<file path="src/rtl/wt_dcache_rd_pkg.sv">
// Shared widths, FSM state type and the cacheable-region helper for the dcache read controller.
package wt_dcache_rd_pkg;

  localparam int unsigned PLEN  = 56;
  localparam int unsigned XLEN  = 64;
  localparam int unsigned WAYS  = 4;
  localparam int unsigned IDX_W = 8;
  localparam int unsigned OFF_W = 4;
  localparam int unsigned ID_W  = 2;
  localparam int unsigned TAG_W = PLEN - 12;

  localparam logic [ID_W-1:0] RD_TX_ID    = 2'd1;
  localparam logic [PLEN-1:0] CACHED_BASE = 56'h0000_0000_8000_0000;
  localparam logic [PLEN-1:0] CACHED_SIZE = 56'h0000_0000_4000_0000;

  typedef enum logic [2:0] {
    IDLE          = 3'd0,
    READ          = 3'd1,
    MISS_REQ      = 3'd2,
    MISS_WAIT     = 3'd3,
    KILL_MISS     = 3'd4,
    KILL_MISS_ACK = 3'd5,
    REPLAY_REQ    = 3'd6,
    REPLAY_READ   = 3'd7
  } rd_state_e;

  function automatic logic is_cacheable(input logic [PLEN-1:0] paddr);
    return (paddr >= CACHED_BASE) && (paddr < (CACHED_BASE + CACHED_SIZE));
  endfunction

endpackage

</file>
<file path="src/rtl/wt_dcache_rd_ctrl.sv">
// Read controller for one load-side port of the write-through L1 dcache.
// Define WT_DCACHE_RD_CTRL_ASSERT_EN to compile in the SVA protocol checks.
module wt_dcache_rd_ctrl
  import wt_dcache_rd_pkg::*;
(
  input  logic                   clk_i,
  input  logic                   rst_i,
  input  logic                   cache_en_i,
  input  logic                   stall_i,
  output logic                   busy_o,
  input  logic                   data_req_i,
  input  logic [IDX_W+OFF_W-1:0] addr_index_i,
  input  logic [1:0]             data_size_i,
  output logic                   data_gnt_o,
  input  logic [TAG_W-1:0]       addr_tag_i,
  input  logic                   tag_valid_i,
  input  logic                   kill_req_i,
  output logic                   data_rvalid_o,
  output logic [XLEN-1:0]        data_rdata_o,
  output logic                   miss_req_o,
  input  logic                   miss_ack_i,
  input  logic                   miss_replay_i,
  input  logic                   miss_rtrn_vld_i,
  output logic                   miss_nc_o,
  output logic [2:0]             miss_size_o,
  output logic [PLEN-1:0]        miss_paddr_o,
  output logic [WAYS-1:0]        miss_vld_bits_o,
  output logic [ID_W-1:0]        miss_id_o,
  output logic                   rd_req_o,
  input  logic                   rd_ack_i,
  output logic                   rd_tag_only_o,
  output logic [IDX_W-1:0]       rd_idx_o,
  output logic [OFF_W-1:0]       rd_off_o,
  output logic [TAG_W-1:0]       rd_tag_o,
  input  logic [XLEN-1:0]        rd_data_i,
  input  logic [WAYS-1:0]        rd_vld_bits_i,
  input  logic [WAYS-1:0]        rd_hit_oh_i,
  input  logic                   wr_cl_vld_i
);

  rd_state_e        state_q, state_d;
  logic [IDX_W-1:0] idx_q, idx_d;
  logic [OFF_W-1:0] off_q, off_d;
  logic [1:0]       size_q, size_d;
  logic [TAG_W-1:0] tag_q, tag_d;
  logic [WAYS-1:0]  vld_q, vld_d;
  logic             rd_ack_q;

  logic             req_new;
  logic             new_sel;
  logic             tag_chk;
  logic [TAG_W-1:0] chk_tag;
  logic             chk_nc;
  logic             chk_hit;

  assign req_new = data_req_i & ~stall_i;

  // In READ the tag arrives live from the core; after a replay it comes from the register.
  assign chk_tag = (state_q == READ) ? addr_tag_i : tag_q;
  assign chk_nc  = ~cache_en_i | ~is_cacheable({chk_tag, idx_q, off_q});
  assign chk_hit = (|rd_hit_oh_i) & ~chk_nc;

  always_comb begin
    state_d       = state_q;
    data_gnt_o    = 1'b0;
    data_rvalid_o = 1'b0;
    rd_req_o      = 1'b0;
    miss_req_o    = 1'b0;
    tag_chk       = 1'b0;
    new_sel       = 1'b0;

    unique case (state_q)
      IDLE: begin
        if (req_new) begin
          rd_req_o = 1'b1;
          new_sel  = 1'b1;
          if (rd_ack_i) begin
            data_gnt_o = 1'b1;
            state_d    = READ;
          end
        end
      end

      READ, REPLAY_READ: begin
        rd_req_o = 1'b1;
        if (kill_req_i) begin
          data_rvalid_o = 1'b1;
          state_d       = IDLE;
        end else if (tag_valid_i || (state_q == REPLAY_READ)) begin
          tag_chk = 1'b1;
          // Read data is only trustworthy if last cycle's read was granted and no refill muxed in.
          if (wr_cl_vld_i || !rd_ack_q) begin
            state_d = REPLAY_REQ;
          end else if (chk_hit) begin
            data_rvalid_o = 1'b1;
            state_d       = IDLE;
            if (req_new && (state_q == READ)) begin
              new_sel = 1'b1;
              if (rd_ack_i) begin
                data_gnt_o = 1'b1;
                state_d    = READ;
              end
            end
          end else begin
            state_d = MISS_REQ;
          end
        end
      end

      MISS_REQ: begin
        miss_req_o = 1'b1;
        if (kill_req_i) begin
          data_rvalid_o = 1'b1;
          state_d       = miss_ack_i ? KILL_MISS : KILL_MISS_ACK;
        end else if (miss_replay_i) begin
          state_d = REPLAY_REQ;
        end else if (miss_ack_i) begin
          state_d = MISS_WAIT;
        end
      end

      MISS_WAIT: begin
        if (miss_rtrn_vld_i) begin
          data_rvalid_o = 1'b1;
          state_d       = IDLE;
        end else if (kill_req_i) begin
          data_rvalid_o = 1'b1;
          state_d       = KILL_MISS;
        end
      end

      REPLAY_REQ: begin
        rd_req_o = 1'b1;
        if (kill_req_i) begin
          data_rvalid_o = 1'b1;
          state_d       = IDLE;
        end else if (rd_ack_i) begin
          state_d = REPLAY_READ;
        end
      end

      KILL_MISS_ACK: begin
        miss_req_o = 1'b1;
        if (miss_replay_i) begin
          state_d = IDLE;
        end else if (miss_ack_i) begin
          state_d = KILL_MISS;
        end
      end

      KILL_MISS: begin
        if (miss_rtrn_vld_i) begin
          state_d = IDLE;
        end
      end

      default: state_d = IDLE;
    endcase
  end

  assign idx_d  = data_gnt_o ? addr_index_i[IDX_W+OFF_W-1:OFF_W] : idx_q;
  assign off_d  = data_gnt_o ? addr_index_i[OFF_W-1:0] : off_q;
  assign size_d = data_gnt_o ? data_size_i : size_q;
  assign tag_d  = ((state_q == READ) && tag_valid_i) ? addr_tag_i : tag_q;
  assign vld_d  = tag_chk ? rd_vld_bits_i : vld_q;

  always_ff @(posedge clk_i or posedge rst_i) begin
    if (rst_i) begin
      state_q  <= IDLE;
      idx_q    <= '0;
      off_q    <= '0;
      size_q   <= '0;
      tag_q    <= '0;
      vld_q    <= '0;
      rd_ack_q <= 1'b0;
    end else begin
      state_q  <= state_d;
      idx_q    <= idx_d;
      off_q    <= off_d;
      size_q   <= size_d;
      tag_q    <= tag_d;
      vld_q    <= vld_d;
      rd_ack_q <= rd_ack_i;
    end
  end

  assign busy_o        = (state_q != IDLE);
  assign data_rdata_o  = rd_data_i;

  assign rd_tag_only_o = 1'b0;
  assign rd_idx_o      = new_sel ? addr_index_i[IDX_W+OFF_W-1:OFF_W] : idx_q;
  assign rd_off_o      = new_sel ? addr_index_i[OFF_W-1:0] : off_q;
  assign rd_tag_o      = (state_q == READ) ? addr_tag_i : tag_q;

  assign miss_paddr_o    = {tag_q, idx_q, off_q};
  assign miss_nc_o       = ~cache_en_i | ~is_cacheable(miss_paddr_o);
  assign miss_size_o     = miss_nc_o ? {1'b0, size_q} : 3'b111;
  assign miss_vld_bits_o = vld_q;
  assign miss_id_o       = RD_TX_ID;

`ifdef WT_DCACHE_RD_CTRL_ASSERT_EN
  a_hit_onehot0: assert property (@(posedge clk_i) disable iff (rst_i)
    $onehot0(rd_hit_oh_i));

  a_gnt_state: assert property (@(posedge clk_i) disable iff (rst_i)
    data_gnt_o |-> ((state_q == IDLE) || (state_q == READ)));

  a_no_rvalid_kill_miss: assert property (@(posedge clk_i) disable iff (rst_i)
    (state_q == KILL_MISS) |-> !data_rvalid_o);

  a_miss_handshake: assert property (@(posedge clk_i) disable iff (rst_i)
    !(miss_req_o && miss_replay_i && miss_ack_i));
`endif

endmodule

</file>
<file path="config.mk">
export PLATFORM = sky130hd
export DESIGN_NAME = wt_dcache_rd_ctrl
export DESIGN_NICKNAME = d
export VERILOG_FILES = /design/src/rtl/wt_dcache_rd_pkg.sv /design/src/rtl/wt_dcache_rd_ctrl.sv
export SDC_FILE = /design/constraint.sdc
export NUM_CORES = 1
export LEC_CHECK = 0
export ABC_CLOCK_PERIOD_IN_PS = 6010
export CELL_PAD_IN_SITES_DETAIL_PLACEMENT = 0
export CELL_PAD_IN_SITES_GLOBAL_PLACEMENT = 1
export CORE_AREA = 4 4 128 130
export CTS_CLUSTER_DIAMETER = 40
export CTS_CLUSTER_SIZE = 12
export DETAILED_ROUTE_END_ITERATION = 10
export DIE_AREA = 0 0 132 134
export DONT_BUFFER_PORTS = 1
export HOLD_SLACK_MARGIN = 0.06
export PLACE_DENSITY = 0.52
export SLEW_MARGIN = 15
export SYNTH_ARGS = -nofsm -noshare
export SYNTH_HDL_FRONTEND = slang
export SYNTH_SLANG_ARGS = --single-unit
</file>
<file path="constraint.sdc">
create_clock -name clk_i -period 6.01 [get_ports clk_i]
set_input_delay 0.601 -clock clk_i [delete_from_list [all_inputs] [get_ports clk_i]]
set_output_delay 0.601 -clock clk_i [all_outputs]
set_load 0.1 [all_outputs]
</file>
==> implementation parameters, run 1 <==
Parameter                              Value

Run status
  Result of the run ... finished, final reports clean

Worst setup path
  Critical Path Source Type ... flop
  Sort of element at the end of the critical path ... primary output
  Depth of the worst register-to-register path ... 4
  Required arrival time at the worst endpoint ... 5.41 ns
  Minimum setup slack among reg-to-reg paths ... 3.07 ns
  Startpoint-to-endpoint class of the critical path ... flop to primary output
  Worst reg2reg path startpoint ... state_q[1]
  Arr. time, crit path ... 3.98 ns
  FF-to-FF End ... tag_q[3]
  Critical path fanouts, max ... 4

Routing
  Initial DRC count ... 65
  Count of antenna-violating nets left after detailed routing ... 0
  Detailed-router iteration count before antenna repair ... 4
  Detail-routed via count per cell ... 5.05
  Mean routed wirelength per cell ... 21.8 um
  Via count ... 2475
  Overall routed net length ... 10700 um
  DRC errors left ... 0

STA
  Period utilisation layout ... 76.2%
  Transition time at the pin with the least slew margin ... 1.11 ns
  Final Hold Vio Count ... 0
  Post-layout minimum cycle time ... 4.58 ns
  Slew Limit Headroom ... 26.3%
  RSZ-0062 raised after global routing ... false
  Total Negative Setup Slacks ... 0 ns
  Slew Limit Fails ... 0
  Number of setup violations in the final report ... 0
  Final clock skew ... 0.00683 ns
  Hold_ws ... 0.295 ns
  Peak clock frequency supported by timing ... 218 MHz

Final layout
  Final Core Density ... 27.9%
  Number of standard cells in the layout, taps in and fillers out ... 490
  Ant. Diodes ... 0
  Number of fillers in the final layout ... 1555
  Nets ... 440
  Ratio of cells with drive above 1 in the final layout ... 48.3%
  Area added between synthesis and finish ... -1.72%

Synthesis
  Leading cell type by number of instances after synthesis ... sky130_fd_sc_hd__mux2_2
  Largest area contributor in the synthesized netlist ... sky130_fd_sc_hd__dfrtp_1
  Netlist area before placement ... 4290 um2
  Syn_area_per_cell ... 11.6 um2
  Synth top cells by count ... 95 x sky130_fd_sc_hd__mux2_2, 68 x sky130_fd_sc_hd__buf_4, 66 x sky130_fd_sc_hd__dfrtp_1
  Syn Inst Count ... 369
  Dominant cells by area after synthesis ... sky130_fd_sc_hd__dfrtp_1 38%, sky130_fd_sc_hd__mux2_2 25%, sky130_fd_sc_hd__buf_4 12%
  Post-synth EDFFs ... 0
  Share of synthesized flip-flops with an asynchronous set or reset ... 100%
  Flip-flop and latch count after synthesis ... 66
  Count of synthesis-stage warnings from yosys ... 0
  Share of synthesized area occupied by flip-flops and latches ... 38.5%
  Area share of the leading cell type in the synthesized netlist ... 38.5%
  Number of distinct library cell variants in the gate-level netlist after synthesis ... 43
  Primary flip-flop cell chosen by synthesis mapping ... sky130_fd_sc_hd__dfrtp_1

Clock network
  Depth of the CTS H-tree ... 3
  Number of buffers on the longest clock path ... 2
  Clock transition at the registers of the reported paths ... 0.06 ns
  Master cell of the clock root buffer ... sky130_fd_sc_hd__clkbuf_16
  Hold Buf Count CTS ... 0
  Buffer count from post-CTS setup fixing ... 0
  Skew-Pair Late Insertion Delay ... 0.33 ns
  Total CTS buffers ... 9
  TritonCTS clock tree ... yes
  Quantity of gates resized following cts ... 0
  Number of sinks handled by clock tree synthesis ... 66

GRT
  Total overflow reported by the global router ... 0
  Antenna violations before repair ... 0
  Total Routing Usage GR ... 11.8%
  First-pass GRT wire length ... 16400 um
  Number of global-route vias before repair ... 2803
  Pin count of the biggest net entering global routing ... 67

Floorplanning
  Placement Rows ... 45
  Height of the chip ... 134 um
  Core area ... 15100 um2
  Number of placed I/O pins ... 334
  Initial Util ... 28.4%
  Die span in x ... 132 um
  Die outline area ... 17700 um2

Placement
  Half-perimeter wire length after placement ... 8180 um
  Count of input and output buffers ... 0
  GP Congestion ... 0.707
  Number of instances in the placed design ... 475

Worst hold path
  Hold path endpoint ... rd_ack_q
  Worst Hold Depth ... 0
  Hold/Removal Path Class ... input pin to flop
  Min-delay src ... rd_ack_i

Job
  Max-Cap Viols ... 0
## worst max-delay path by stage
stage,slack (ns),cells past startpoint,end,startpoint
3_5_place_dp,1.72,5,miss_size_o[0],tag_q[22]
4_1_cts,1.35,5,miss_size_o[0],tag_q[22]
2_1_floorplan,1.67,5,data_rvalid_o,tag_q[19]
6_report,1.43,5,miss_size_o[1],tag_q[19]
3_3_place_gp,1.72,5,miss_size_o[0],tag_q[19]
5_1_grt,1.30,5,miss_size_o[1],tag_q[23]
## worst max-delay path: stages (launching register included)
cell and delay [ns]:
sky130_fd_sc_hd__dfrtp_1 0.97, sky130_fd_sc_hd__nor4b_1 0.41, sky130_fd_sc_hd__and4_1 0.31, sky130_fd_sc_hd__nor2b_1 0.25, sky130_fd_sc_hd__nand2_1 0.66, sky130_fd_sc_hd__nand2b_1 1.06
## state kept, by name (all words and copies together), names as in the netlist
register and flops:
state_q 3, rd_ack_q 1, size_q 2, idx_q 8, off_q 4, tag_q 44
miss_vld_bits_o 4
## routing by layer
| layer | vias up | share of wire [%] | GRT usage [%] |
|---|---|---|---|
| li1 | 1088 | - | - |
| met1 | 1207 | 38 | 13.3 |
| met2 | 146 | 50 | 19.4 |
| met3 | 34 | 9.7 | 4.69 |
| met4 | 0 | 2.3 | 6.01 |
| met5 | - | 0 | 0 |
## placed cells by master, fill, tap and decap left out, types with 6 or more instances in the layout
master / instances
sky130_fd_sc_hd__nand2b_1: 7
sky130_fd_sc_hd__o21ai_0: 7
sky130_fd_sc_hd__nor2_1: 10
sky130_fd_sc_hd__clkbuf_16: 9
sky130_fd_sc_hd__nor4_1: 9
sky130_fd_sc_hd__inv_1: 6
sky130_fd_sc_hd__mux2_2: 95
sky130_fd_sc_hd__dfrtp_1: 66
sky130_fd_sc_hd__mux2_4: 19
sky130_fd_sc_hd__nand2_1: 8
## stage by stage
stage	cell area, um2	setup slack, ns
after floorplan	4300	1.67
after global placement	3950	1.72
after detailed placement	3950	1.72
after CTS	4220	1.35
after global routing	4220	1.30
final	4220	1.43
## cell families after synthesis
family / Yosys count / share of synthesized area [%]
buffers and inverters: 93 / 14.8
other: 2 / 0.175
AO/OA/AOI/OAI: 24 / 3.88
multiplexers: 120 / 33.1
flip-flops: 66 / 38.5
AND/OR/NAND/NOR: 64 / 9.56
## final cells by class
| class | count | area (um2) | area share [%] |
|---|---|---|---|
| Clock inverter | 5 | 31.3 | 0.741 |
| Clock buffer | 10 | 239 | 5.66 |
| Sequential cell | 66 | 1650 | 39.1 |
| Inverter | 8 | 30.0 | 0.712 |
| Multi-Input combinational cell | 211 | 2020 | 47.8 |
| Timing Repair Buffer | 2 | 15.0 | 0.356 |
| Tap cell | 188 | 235 | 5.57 |
Power of run 1 is not shown: default switching activity piles up to over one toggle a cycle in this logic, so the estimate is an artifact.
==> inputs of run 2 (changes only) <==
Settings changed: ABC_CLOCK_PERIOD_IN_PS 6010 to 4600, CORE_AREA 4 4 128 130 to 4 4 129 131, DIE_AREA 0 0 132 134 to 0 0 133 135, PLACE_DENSITY 0.52 to 0.51.
Clock period 6.01 ns to 4.6 ns, I/O delays scaled along.
==> implementation parameters, run 2 (synthesis gave the netlist of run 1 again) <==
Parameter                              Value

Final layout
  Seq. cell area ... 1650 um2
  Area of combinational cells with multiple inputs ... 2020 um2
  Largest regs ... tag_q (44), idx_q (8)
  Number of flip-flops in the largest register ... 44
  Leading cell type in the layout, fill and taps excluded ... sky130_fd_sc_hd__mux2_2
  Number of standard cells in the layout, taps in and fillers out ... 524
  Nets ... 445
  Number of fillers in the final layout ... 1635
  Most used cells in the layout excluding fill and tap cells ... 95 x sky130_fd_sc_hd__mux2_2, 66 x sky130_fd_sc_hd__dfrtp_1, 19 x sky130_fd_sc_hd__mux2_4
  Ratio of cells with drive above 1 in the final layout ... 49.4%
  Area added between synthesis and finish ... 1.31%
  Ant. Diodes ... 0
  Register name with the most flops ... tag_q
  Final Core Density ... 27.9%

Clock network
  Clock transition at the registers of the reported paths ... 0.06 ns
  TritonCTS clock tree ... yes
  Depth of the CTS H-tree ... 3
  Skew-Pair Late Insertion Delay ... 0.33 ns
  Total CTS buffers ... 9
  Hold Buf Count CTS ... 0
  Number of buffers on the longest clock path ... 2
  Number of sinks handled by clock tree synthesis ... 66
  Master cell of the clock root buffer ... sky130_fd_sc_hd__clkbuf_16
  Quantity of gates resized following cts ... 0
  Buffer count from post-CTS setup fixing ... 0

Worst setup path
  Depth of the worst register-to-register path ... 4
  CP max-delay cell ... sky130_fd_sc_hd__o21ai_2
  Critical Path Source Type ... flop
  Ordered cell list for the critical path ... and2_1 -> o21ai_2 -> nor4_4 -> o21ai_2 -> mux2_2
  CP startpoint ... state_q[2]
  FF-to-FF End ... tag_q[2]
  Worst reg2reg path startpoint ... state_q[1]
  Sort of element at the end of the critical path ... primary output
  Slowest Stage Delay on Critical Path ... 0.69 ns
  Critical path fanouts, max ... 18
  Minimum setup slack among reg-to-reg paths ... 1.54 ns
  Arr. time, crit path ... 3.04 ns
  Required arrival time at the worst endpoint ... 4.14 ns
  Capture point of the worst path ... rd_idx_o[7]
  Startpoint-to-endpoint class of the critical path ... flop to primary output
  Most repeated library cell on the critical path ... sky130_fd_sc_hd__o21ai_2

STA
  Slew Limit Headroom ... 23.8%
  Final clock skew ... 0.00375 ns
  Final Hold Vio Count ... 0
  Period utilisation layout ... 76.2%
  Number of setup violations in the final report ... 0
  Slew Limit Fails ... 0
  Total Negative Setup Slacks ... 0 ns
  Post-layout minimum cycle time ... 3.50 ns
  RSZ-0062 raised after global routing ... false
  Peak clock frequency supported by timing ... 285 MHz
  Transition time at the pin with the least slew margin ... 1.14 ns

Placement
  Number of instances in the placed design ... 508
  Half-perimeter wire length after placement ... 8600 um
  Count of input and output buffers ... 0
  GP Congestion ... 0.753

GRT
  Total overflow reported by the global router ... 0
  Total Routing Usage GR ... 12.3%
  Antenna violations before repair ... 0
  First-pass GRT wire length ... 17100 um
  Pin count of the biggest net entering global routing ... 48
  Number of global-route vias before repair ... 2805

Routing
  Overall routed net length ... 11400 um
  DRC errors left ... 0
  Count of antenna-violating nets left after detailed routing ... 0
  Detailed-router iteration count before antenna repair ... 4
  Via count ... 2549
  Mean routed wirelength per cell ... 21.7 um
  Detail-routed via count per cell ... 4.86
  Initial DRC count ... 74

Floorplanning
  Placement Rows ... 46
  Die outline area ... 18000 um2
  Number of placed I/O pins ... 334
  Height of the chip ... 135 um
  Die span in x ... 133 um
  Initial Util ... 27.5%
  Core area ... 15600 um2

Job
  Max-Cap Viols ... 0

Worst hold path
  Hold/Removal Path Class ... input pin to async pin

Run status
  Result of the run ... finished, final reports clean
==> run 2: cell types whose count changed in the layout (fill, tap and decap cells not counted), sizes merged <==
cell	change
inv	+1
bufinv	+2
clkinv	-3
buf	+5
clkinvlp	+1
==> run 2: critical path, delay by kind of cell (launching register included) <==
family | cells | cell delay (ns)
AOI/OAI and AO/OA | 2 | 1.04
DFF | 1 | 0.59
and+or+nand+nor | 2 | 0.41
muxes | 1 | 0.66
==> run 2: how the worst min path moves through the flow <==
stage	end	depth (start not counted)
6_report	tag_q[9]	1
5_1_grt	rd_ack_q	0
4_1_cts	miss_vld_bits_o[0]	1
3_5_place_dp	tag_q[8]	1
3_3_place_gp	tag_q[8]	1
2_1_floorplan	size_q[0]	1
==> run 2: area by class of cell <==
| class | count | share of cell area (%) |
|---|---|---|
| multi-input combinational | 211 | 46.4 |
| sequential | 66 | 38.0 |
| clock buffer | 10 | 5.49 |
| clock inverter | 6 | 2.04 |
| tap | 216 | 6.21 |
| timing repair buffer | 7 | 1.21 |
| inverter | 8 | 0.690 |
==> run 2: metrics by stage <==
| step | setup slack (ns) | hold WS, ns | cell area [um2] |
|---|---|---|---|
| after floorplan | 0.398 | 0.472 | 4300 |
| after global routing | 0.877 | 0.130 | 4350 |
| after CTS | 0.997 | 0.107 | 4350 |
| after detailed placement | 1.37 | 0.479 | 4020 |
| after global placement | 1.50 | 0.476 | 4020 |
| final | 1.10 | 0.0989 | 4350 |
==> run 2: per-layer routing <==
metal  vias up  GRT usage [%]  wire, um
met5         -              0         0
met4         0           5.31       262
met3        43           6.07      1260
met2       152           19.6      5500
met1      1241           14.1      4340
li1       1113              -         -
Power of run 2 is left out for the same reason.
